**config.mk**
```make
export PLATFORM = sky130hd
export DESIGN_NAME = pq_multer_unit
export DESIGN_NICKNAME = d
export VERILOG_FILES = /design/src/rtl/pq_multer_pkg.sv /design/src/rtl/pq_multer_mac.sv /design/src/rtl/pq_multer_unit.sv
export SDC_FILE = /design/constraint.sdc
export NUM_CORES = 2
export LEC_CHECK = 0
export BUFFER_PORTS_ARGS = -buffer_cell sky130_fd_sc_hd__buf_4
export CAP_MARGIN = 5
export CORE_MARGIN = 4
export CORE_UTILIZATION = 33
export CTS_BUF_LIST = sky130_fd_sc_hd__clkbuf_4
export DETAILED_ROUTE_END_ITERATION = 6
export GPL_TIMING_DRIVEN = 0
export PLACE_DENSITY = 0.53
export SLEW_MARGIN = 30
export SYNTH_ARGS = -nofsm -noshare
export SYNTH_HDL_FRONTEND = slang
export SYNTH_SLANG_ARGS = --single-unit
```
**constraint.sdc**
```tcl
create_clock -name clk -period 32 [get_ports clk]
set_input_delay 4.8 -clock clk [delete_from_list [all_inputs] [get_ports clk]]
set_output_delay 4.8 -clock clk [all_outputs]
set_load 0.005 [all_outputs]
```
**src/rtl/pq_multer_pkg.sv**
```systemverilog
// Shared definitions for the PQ polynomial multiplier: opcodes and default sizes.
package pq_multer_pkg;

  parameter int PQ_OP_WIDTH = 7;

  parameter logic [PQ_OP_WIDTH-1:0] PQ_MULTER_WRITE = 7'h01;
  parameter logic [PQ_OP_WIDTH-1:0] PQ_MULTER_CALC  = 7'h02;
  parameter logic [PQ_OP_WIDTH-1:0] PQ_MULTER_READ  = 7'h03;

  parameter int PQ_MULTER_N_DEFAULT  = 16;
  parameter int PQ_MULTER_QW_DEFAULT = 16;

  // READ index that exposes the cycle counter when it is built in
  parameter logic [31:0] PQ_MULTER_CNT_IDX = 32'hFFFF_FFFF;

endpackage

```
**src/rtl/pq_multer_mac.sv**
```systemverilog
// Single multiply-accumulate step: acc +/- a*b, everything modulo 2^QW.
module pq_multer_mac
  import pq_multer_pkg::*;
#(
  parameter int QW = PQ_MULTER_QW_DEFAULT
) (
  input  logic [QW-1:0] acc_i,
  input  logic [QW-1:0] a_i,
  input  logic [QW-1:0] b_i,
  input  logic          sub_i,
  output logic [QW-1:0] acc_o
);

  logic [QW-1:0] prodLow;

  // Only the low QW bits of the product matter under a 2^QW modulus
  assign prodLow = a_i * b_i;
  assign acc_o   = sub_i ? (acc_i - prodLow) : (acc_i + prodLow);

endmodule

```
**src/rtl/pq_multer_unit.sv**
```systemverilog
// Negacyclic polynomial multiplier responder, C = A*B mod (x^N+1) mod 2^QW.
// Optional macro PQ_MULTER_CYCLE_CNT_EN adds a CALC cycle counter readable at index 32'hFFFF_FFFF.
module pq_multer_unit
  import pq_multer_pkg::*;
#(
  parameter int N  = PQ_MULTER_N_DEFAULT,
  parameter int QW = PQ_MULTER_QW_DEFAULT
) (
  input  logic                   clk,
  input  logic                   rst,
  input  logic                   enable_i,
  input  logic [PQ_OP_WIDTH-1:0] operator_i,
  input  logic [31:0]            operand_a_i,
  input  logic [31:0]            operand_b_i,
  output logic                   ready_o,
  output logic                   valid_o,
  output logic [31:0]            result_o
);

  localparam int IW = (N > 1) ? $clog2(N) : 1;
  localparam logic [IW-1:0] IDX_MAX = IW'(N - 1);

  localparam logic [1:0] IDLE = 2'd0;
  localparam logic [1:0] CALC = 2'd1;
  localparam logic [1:0] DONE = 2'd2;

  logic [1:0]    state_q, state_d;
  logic [IW-1:0] i_q, j_q;
  logic          valid_q;
  logic [31:0]   result_q;
  logic [QW-1:0] aMem_q [N];
  logic [QW-1:0] bMem_q [N];
  logic [QW-1:0] cMem_q [N];

  logic          accept;
  logic          idxInRange;
  logic [IW-1:0] idx;
  logic [IW:0]   stepSum;
  logic [IW-1:0] stepK;
  logic          stepWrap;
  logic          lastStep;
  logic [QW-1:0] macOut;
  logic [31:0]   readData;

  assign ready_o    = (state_q == IDLE);
  assign valid_o    = valid_q;
  assign result_o   = result_q;
  assign accept     = enable_i && ready_o;
  assign idxInRange = (operand_b_i < 32'(N));
  assign idx        = operand_b_i[IW-1:0];

  // The carry out of i+j tells us the term wrapped past x^N and must be subtracted
  assign stepSum  = {1'b0, i_q} + {1'b0, j_q};
  assign stepK    = stepSum[IW-1:0];
  assign stepWrap = stepSum[IW];
  assign lastStep = (i_q == IDX_MAX) && (j_q == IDX_MAX);

  pq_multer_mac #(.QW(QW)) u_mac (
    .acc_i (cMem_q[stepK]),
    .a_i   (aMem_q[i_q]),
    .b_i   (bMem_q[j_q]),
    .sub_i (stepWrap),
    .acc_o (macOut)
  );

`ifdef PQ_MULTER_CYCLE_CNT_EN
  logic [31:0] cycleCnt_q;

  always_ff @(posedge clk or posedge rst) begin
    if (rst) begin
      cycleCnt_q <= '0;
    end else if (accept && operator_i == PQ_MULTER_CALC) begin
      cycleCnt_q <= '0;
    end else if (state_q != IDLE) begin
      cycleCnt_q <= cycleCnt_q + 32'd1;
    end
  end
`endif

  always_comb begin
    readData = '0;
    if (idxInRange) begin
      readData = 32'(cMem_q[idx]);
    end
`ifdef PQ_MULTER_CYCLE_CNT_EN
    else if (operand_b_i == PQ_MULTER_CNT_IDX) begin
      readData = cycleCnt_q;
    end
`endif
  end

  always_comb begin
    state_d = state_q;
    case (state_q)
      IDLE:    if (accept && operator_i == PQ_MULTER_CALC) state_d = CALC;
      CALC:    if (lastStep) state_d = DONE;
      DONE:    state_d = IDLE;
      default: state_d = IDLE;
    endcase
  end

  always_ff @(posedge clk or posedge rst) begin
    if (rst) begin
      state_q  <= IDLE;
      i_q      <= '0;
      j_q      <= '0;
      valid_q  <= 1'b0;
      result_q <= '0;
      for (int n = 0; n < N; n++) begin
        aMem_q[n] <= '0;
        bMem_q[n] <= '0;
        cMem_q[n] <= '0;
      end
    end else begin
      state_q <= state_d;
      valid_q <= 1'b0;
      case (state_q)
        IDLE: begin
          if (accept) begin
            valid_q  <= (operator_i != PQ_MULTER_CALC);
            result_q <= '0;
            if (operator_i == PQ_MULTER_WRITE && idxInRange) begin
              aMem_q[idx] <= operand_a_i[QW-1:0];
              bMem_q[idx] <= operand_a_i[16+QW-1:16];
            end else if (operator_i == PQ_MULTER_READ) begin
              result_q <= readData;
            end else if (operator_i == PQ_MULTER_CALC) begin
              i_q <= '0;
              j_q <= '0;
              for (int n = 0; n < N; n++) begin
                cMem_q[n] <= '0;
              end
            end
          end
        end
        CALC: begin
          cMem_q[stepK] <= macOut;
          j_q <= j_q + IW'(1);
          if (j_q == IDX_MAX) begin
            i_q <= i_q + IW'(1);
          end
          if (lastStep) begin
            valid_q  <= 1'b1;
            result_q <= '0;
          end
        end
        default: ;
      endcase
    end
  end

endmodule

```
Word-level counts from Yosys, hierarchy flattened. Cells that the tools add are included.

Output and inout port bits: 34. Register bits: 811.

Reductions and logical operators: 13. Eq/ne operators: 14. Bitwise operators: 4. Order comparisons: 7. Multiply operators: 1. $add $sub $neg: 5. Mux-type cells: 44.

Operators by type and width (number): two-way mux 256 bit (4); bitwise mux 256 bit (3); case mux 256 bit (2 select lines) (1); binary-select mux 16 bit (select 4 bit) (4); two-way mux 16 bit (12); demux 16 bit (select 4 bit) (2); two-way mux 32 bit (4); case mux 32 bit (2 select lines) (1); < comparator 32 x 5 -> 1 bit, second input constant (1); greater-or-equal comparator 5 bit, second input constant (4); two-way mux 4 bit (5); inverter 4 -> 5 bit (4); adder 16 bit (1); multiplier 16 x 16 -> 16 bit (1); case mux 4 bit (2 select lines) (2); subtractor 16 bit (1); == test 7 x 2 -> 1 bit, second input constant (2); < comparator 5 x 1 -> 1 bit, second input constant (2); adder 4 x 1 -> 4 bit, second input constant (2); == test 4 bit, second input constant (2); inequality test 2 bit, second input constant (4); == test 7 x 1 -> 1 bit, second input constant (1); inequality test 7 x 2 -> 1 bit, second input constant (1); logical AND 1 bit (6); other kinds (13) (18).

Longest topological paths before layout.
Word-level depth: 9. Mapped depth: 39. Depth with buffers taken out: 35.

Cells and area by module. From an unflattened synthesis, not the netlist that was laid out.

Cell total of the unflattened synthesis: 3530. Area, all modules: 43908.4 um^2.

Modules (own cells, without submodules): pq_multer_unit (instances 1, area each 38933.6 um^2, cells an instance 2913, sequential area each 19894.1 um^2); pq_multer_mac (instances 1, area each 4974.8 um^2, cells an instance 617, sequential area each 0.0 um^2).

Least setup slack after synthesis. No wires, ideal clock.

Path type: register -> register. Start point: register j_q[0]. End point: register cMem_q[14] (netlist name). Setup time: 0.067 ns. Period minus slack after synthesis: 8.075 ns. Arrival: 8.007 ns. Path buffers: 4. Path slack: 23.925 ns. Cell stages (with the launch flop): 30. Cells stage by stage: dfrtp_1 buf_6 buf_12 mux4_2 mux4_2 clkbuf_1 and2_1 fa_1 fa_1 ha_1 fa_1 inv_1 fa_1 fa_1 inv_1 ha_1 o21a_1 a21boi_0 o21a_1 o21ai_0 nor2b_1 xnor2_1 xor2_1 ha_1 a21o_1 a31oi_1 o21ai_0 xor2_1 clkbuf_1 a32o_1.

Longest elaborated chain between the ends: 9.

RTL lines: from (decl) (line pq_multer_unit.sv:28) `logic [IW-1:0] i_q, j_q;`; from (signal assigned) (line pq_multer_unit.sv:138) `j_q <= j_q + IW'(1);`; inverter 4 -> 5 bit (implied by the code) / adder 4 x 4 -> 5 bit (equally long branches) (line pq_multer_unit.sv:61, pq_multer_unit.sv:53); binary-select mux 16 bit (select 4 bit) / inverter 4 -> 5 bit (equally long branches) (line pq_multer_unit.sv:61, pq_multer_unit.sv:59, pq_multer_unit.sv:137); two-way mux 16 bit (implied by the code) / binary-select mux 16 bit (select 4 bit) (equally long branches) (line pq_multer_unit.sv:61, pq_multer_unit.sv:59); two-way mux 16 bit (on tied branches) (line pq_multer_unit.sv:61, pq_multer_unit.sv:59); multiplier 16 x 16 -> 16 bit / two-way mux 16 bit (equally long branches) (line pq_multer_mac.sv:17, pq_multer_unit.sv:59); adder 16 bit / subtractor 16 bit (equally long branches) (line pq_multer_mac.sv:18) `assign acc_o = sub_i ? (acc_i - prodLow) : (acc_i + prodLow);`; two-way mux 16 bit (line pq_multer_mac.sv:18); bitwise mux 256 bit * (line pq_multer_unit.sv:137) `cMem_q[stepK] <= macOut;`; case mux 256 bit (2 select lines) * (line pq_multer_unit.sv:117) `case (state_q)`; to (signal, indexed assignment) (line pq_multer_unit.sv:137); to (decl) (line pq_multer_unit.sv:33) `logic [QW-1:0] cMem_q [N];`.

Every way passes the cells marked *; elsewhere a longest branch is shown, timed or not. The select of a mux whose other input is x is not followed. A chain may end at the register's enable or synchronous reset.

Worst setup path after layout.
Start point: register i_q[1]. End point: register cMem_q[14] (netlist name).

Longest elaborated chain between the ends: 9.

RTL lines: from (decl) (line pq_multer_unit.sv:28); from (signal assigned) (line pq_multer_unit.sv:140) `i_q <= i_q + IW'(1);`; inverter 4 -> 5 bit (implied by the code) / adder 4 x 4 -> 5 bit (equally long branches) (line pq_multer_unit.sv:60, pq_multer_unit.sv:53); binary-select mux 16 bit (select 4 bit) / inverter 4 -> 5 bit (equally long branches) (line pq_multer_unit.sv:60, pq_multer_unit.sv:59, pq_multer_unit.sv:137); two-way mux 16 bit (implied by the code) / binary-select mux 16 bit (select 4 bit) (equally long branches) (line pq_multer_unit.sv:60, pq_multer_unit.sv:59); two-way mux 16 bit (on tied branches) (line pq_multer_unit.sv:60, pq_multer_unit.sv:59); multiplier 16 x 16 -> 16 bit / two-way mux 16 bit (equally long branches) (line pq_multer_mac.sv:17, pq_multer_unit.sv:59); adder 16 bit / subtractor 16 bit (equally long branches) (line pq_multer_mac.sv:18); two-way mux 16 bit (line pq_multer_mac.sv:18); bitwise mux 256 bit * (line pq_multer_unit.sv:137); case mux 256 bit (2 select lines) * (line pq_multer_unit.sv:117).

Marked as above.

==> results.md <==
- Initial core utilization: between 30 and 40%
- Clk buf depth: 3
- Leakage dissipation: ~0.022 uW
- Worst Max-Slew Pin Slew: between 1000 and 1500 ps
- Hold Path Class: reg -> reg
- CTS tree: done
- Final min period: 10550 ps
- Syn-to-layout area delta: 13.8%
- Top Usage Layer GRT: met2
- Crit path kind: reg -> reg
- Layout cells sized above 1: between 30% and 40%
- Die height: between 300 and 400 um
- Power density over cell area: approximately 52 mW/mm2
- Worst reg2reg path depth: 32
- Crit path required time: between 30000 and 40000 ps
- Largest net degree at the start of global routing: 88
- Antenna violations before repair: 9
- Worst EP arrival: ~12000 ps
- FP Rows: between 100 and 150
- Maximum vdd drop: about 0.046 mV
- Fin Hold WS: approximately 460 ps
- Most frequent cell after synthesis: dfrtp_1
- Wire length per cell: roughly 25 um
- Die W: between 300 and 400 um
- Iteration-0 DRC Markers: between 2k and 3k
- FF/Latch Area: a little under 0.02 mm2
- Clock slew at reported path FFs: 60 ps
- Fin crit share: 33.0%
- Origin of the worst setup path: i_q[1]$_DFFE_PP0P_
- Worst Setup Start Kind: flop
- Placer Congestion: 0.894
- Status: complete, no violations
- Crit path max fanout: 10
- Grt total ovfl: 0
- Worst Clk Skew: 88.6 ps
- I/O pin total: ~110
- First-pass GRT wire length: between 200000 and 250000 um
- CTS-repair resized insts: 0
- Worst r2r src: i_q[1]$_DFFE_PP0P_
- Port Buffers: 89
- Post-synthesis cell area: 0.0426 mm2
- CP max stage cell: dfrtp_1
- Critical path endpoint: cMem_q[14]$_DFFE_PP0P_
- Yosys warning count: 0
- Clock sink count: between 700 and 800
- First drt pass iteration count: 7
- Most frequently used flop master after synthesis: dfrtp_1
- Final number of setup-violating endpoints: 0
- Slew HR: 28.5%
- Max cap viols: 0
- Via-per-instance ratio: 5.45
- All-layer global routing usage: around a fifth
- Vias in the first global route: 30.7k
- Met3 usage: between 5 and 6%
- Post-synth top area cell: dfrtp_1
- DRC violations left: 0
- Top cells by count, synth: dfrtp_1 (795), mux2_2 (449), nand2_1 (320), mux4_2 (300), o21ai_0 (268)
- Num CTS Buffers: 210
- Critical path endpoint category: flop
- GR Util met1: roughly 28%
- Post-synth top area share: around 47%
- Post-synth EDFFs: 0
- Worst-Skew Late Latency: 1220 ps
- Layout Nets: 3934
- Synth area leaders: dfrtp_1 (47%), mux4_2 (16%), mux2_2 (12%)
- CTS root buffer: clkbuf_4
- Sequential area share after synthesis: between 40% and 50%
- Distinct cell type count after synthesis: 60
- Total power: around 2500 uW
- RSZ-0062 raised after global routing: no
- Dpl cells: 5156
- Seq cells post-synth: between 700 and 800
- Synthesized area per cell: 12.6 um2
- CTS H-tree depth: 4
- Slew Limit Fails: 0
- Post-Syn Instances: between 3k and 4k
- Fmax: between 90 and 100 MHz
- Multi-input logic area: roughly 0.021 mm2
- Pre-CTS WS: ~22000 ps
- Fin cells: about 5.5k
- Final ANT Viol Nets: 0
- R2r setup slk: between 20000 and 25000 ps
- Vias: 30.1k
- Reg-to-reg endpoint: cMem_q[14]$_DFFE_PP0P_
- Placed wire-length estimate: about 96000 um
- WL final: 137000 um
- Final hold violation count: 0
- Core area: 0.128 mm2
- Die area: roughly 0.13 mm2
- Layout filler cell count: about 13k
- FFs w/ async S/R, synth: 100%
- Setup WS post-layout: approximately 21000 ps
- Post-CTS Setup Bufs: 0
- Cts hold-fix bufs: 0
- Worst path max stage delay: 590 ps
- Met2 usage in global routing: a little under a third
==> critical path: cells and delay by family (launching register included) <==
family | cells | cell delay, ps
muxes | 1 | 400
and+or+nand+nor | 3 | 810
AOI/OAI and AO/OA | 9 | 2140
xor gates and xnor gates | 3 | 1130
adders and majority gates | 8 | 3160
buffers and inverters | 8 | 2190
DFF | 1 | 590
==> state kept, by name, summed over array words and instances, names as in the netlist <==
signal,cells
aMem_q,256
bMem_q,256
cMem_q,256
i_q,4
j_q,4
result_o,16
state_q,2
valid_o,1
==> worst min path at each step <==
stage	slack, ps	from	endpoint	cells after the start
after floorplan	430	bMem_q[118]$_DFFE_PP0P_	bMem_q[118]$_DFFE_PP0P_	2
after global placement	450	bMem_q[127]$_DFFE_PP0P_	bMem_q[127]$_DFFE_PP0P_	2
after detailed placement	450	bMem_q[116]$_DFFE_PP0P_	bMem_q[116]$_DFFE_PP0P_	2
after CTS	470	bMem_q[188]$_DFFE_PP0P_	bMem_q[188]$_DFFE_PP0P_	2
after global routing	490	bMem_q[179]$_DFFE_PP0P_	bMem_q[179]$_DFFE_PP0P_	2
final	460	aMem_q[116]$_DFFE_PP0P_	aMem_q[116]$_DFFE_PP0P_	2
==> layout make-up <==
type / count / area share (%)
diodes: 9 / 0.0465
plain buffers: 287 / 2.69
clock buffers: 316 / 4.90
clock inverters: 46 / 0.550
inverters: 153 / 1.20
multi-input cells: 2158 / 43.3
flip-flops and latches: 795 / 41.1
well taps: 1662 / 4.29
repair buffers: 102 / 1.99
==> power by group <==
| group | switching (uW) | internal, uW |
|---|---|---|
| logic | 391 | 192 |
| clock network | 448 | 452 |
| registers | 9.03 | 1010 |
| total | 848 | 1650 |
==> routing by layer <==
metal	vias to the layer above	part of all wire, %
met5	-	0.046
met2	1189	45
li1	12900	-
met1	15800	44
met4	8	2.6
met3	211	8.5
==> per-stage QoR <==
step                      area, um2  TNS (ps)  util, %
after floorplan               42600         0        -
after global placement        45400  -4269810     35.5
after detailed placement      45800         0     35.8
after CTS                     48400         0     37.9
after global routing          48400         0     37.9
final                         48400         0     37.9
==> logic make-up after synthesis <==
group	Yosys count	share of synthesized area, %
AOI/OAI and AO/OA	388	5.30
xor gates and xnor gates	67	1.44
adders and majority gates	153	5.94
buffers and inverters	440	4.30
DFF	795	46.7
muxes	755	28.0
other	1	0.00881
and+or+nand+nor	779	8.28
==> layout by cell type, fill, tap and decap left out, types with 17 or more instances in the layout <==
cell type	instances
and2_1	17
xor2_1	21
nand3_1	257
buf_4	109
nor2b_1	27
mux2_2	449
ha_1	71
buf_2	31
a21oi_1	30
nor2_1	91
clkbuf_2	20
fa_1	82
xnor2_1	44
clkbuf_1	176
dfrtp_1	795
nand2b_1	20
buf_1	32
mux4_2	300
o21ai_0	267
inv_1	151
nand2_1	320
clkinv_1	32
clkbuf_4	316
(Power assumes the default switching activity.)
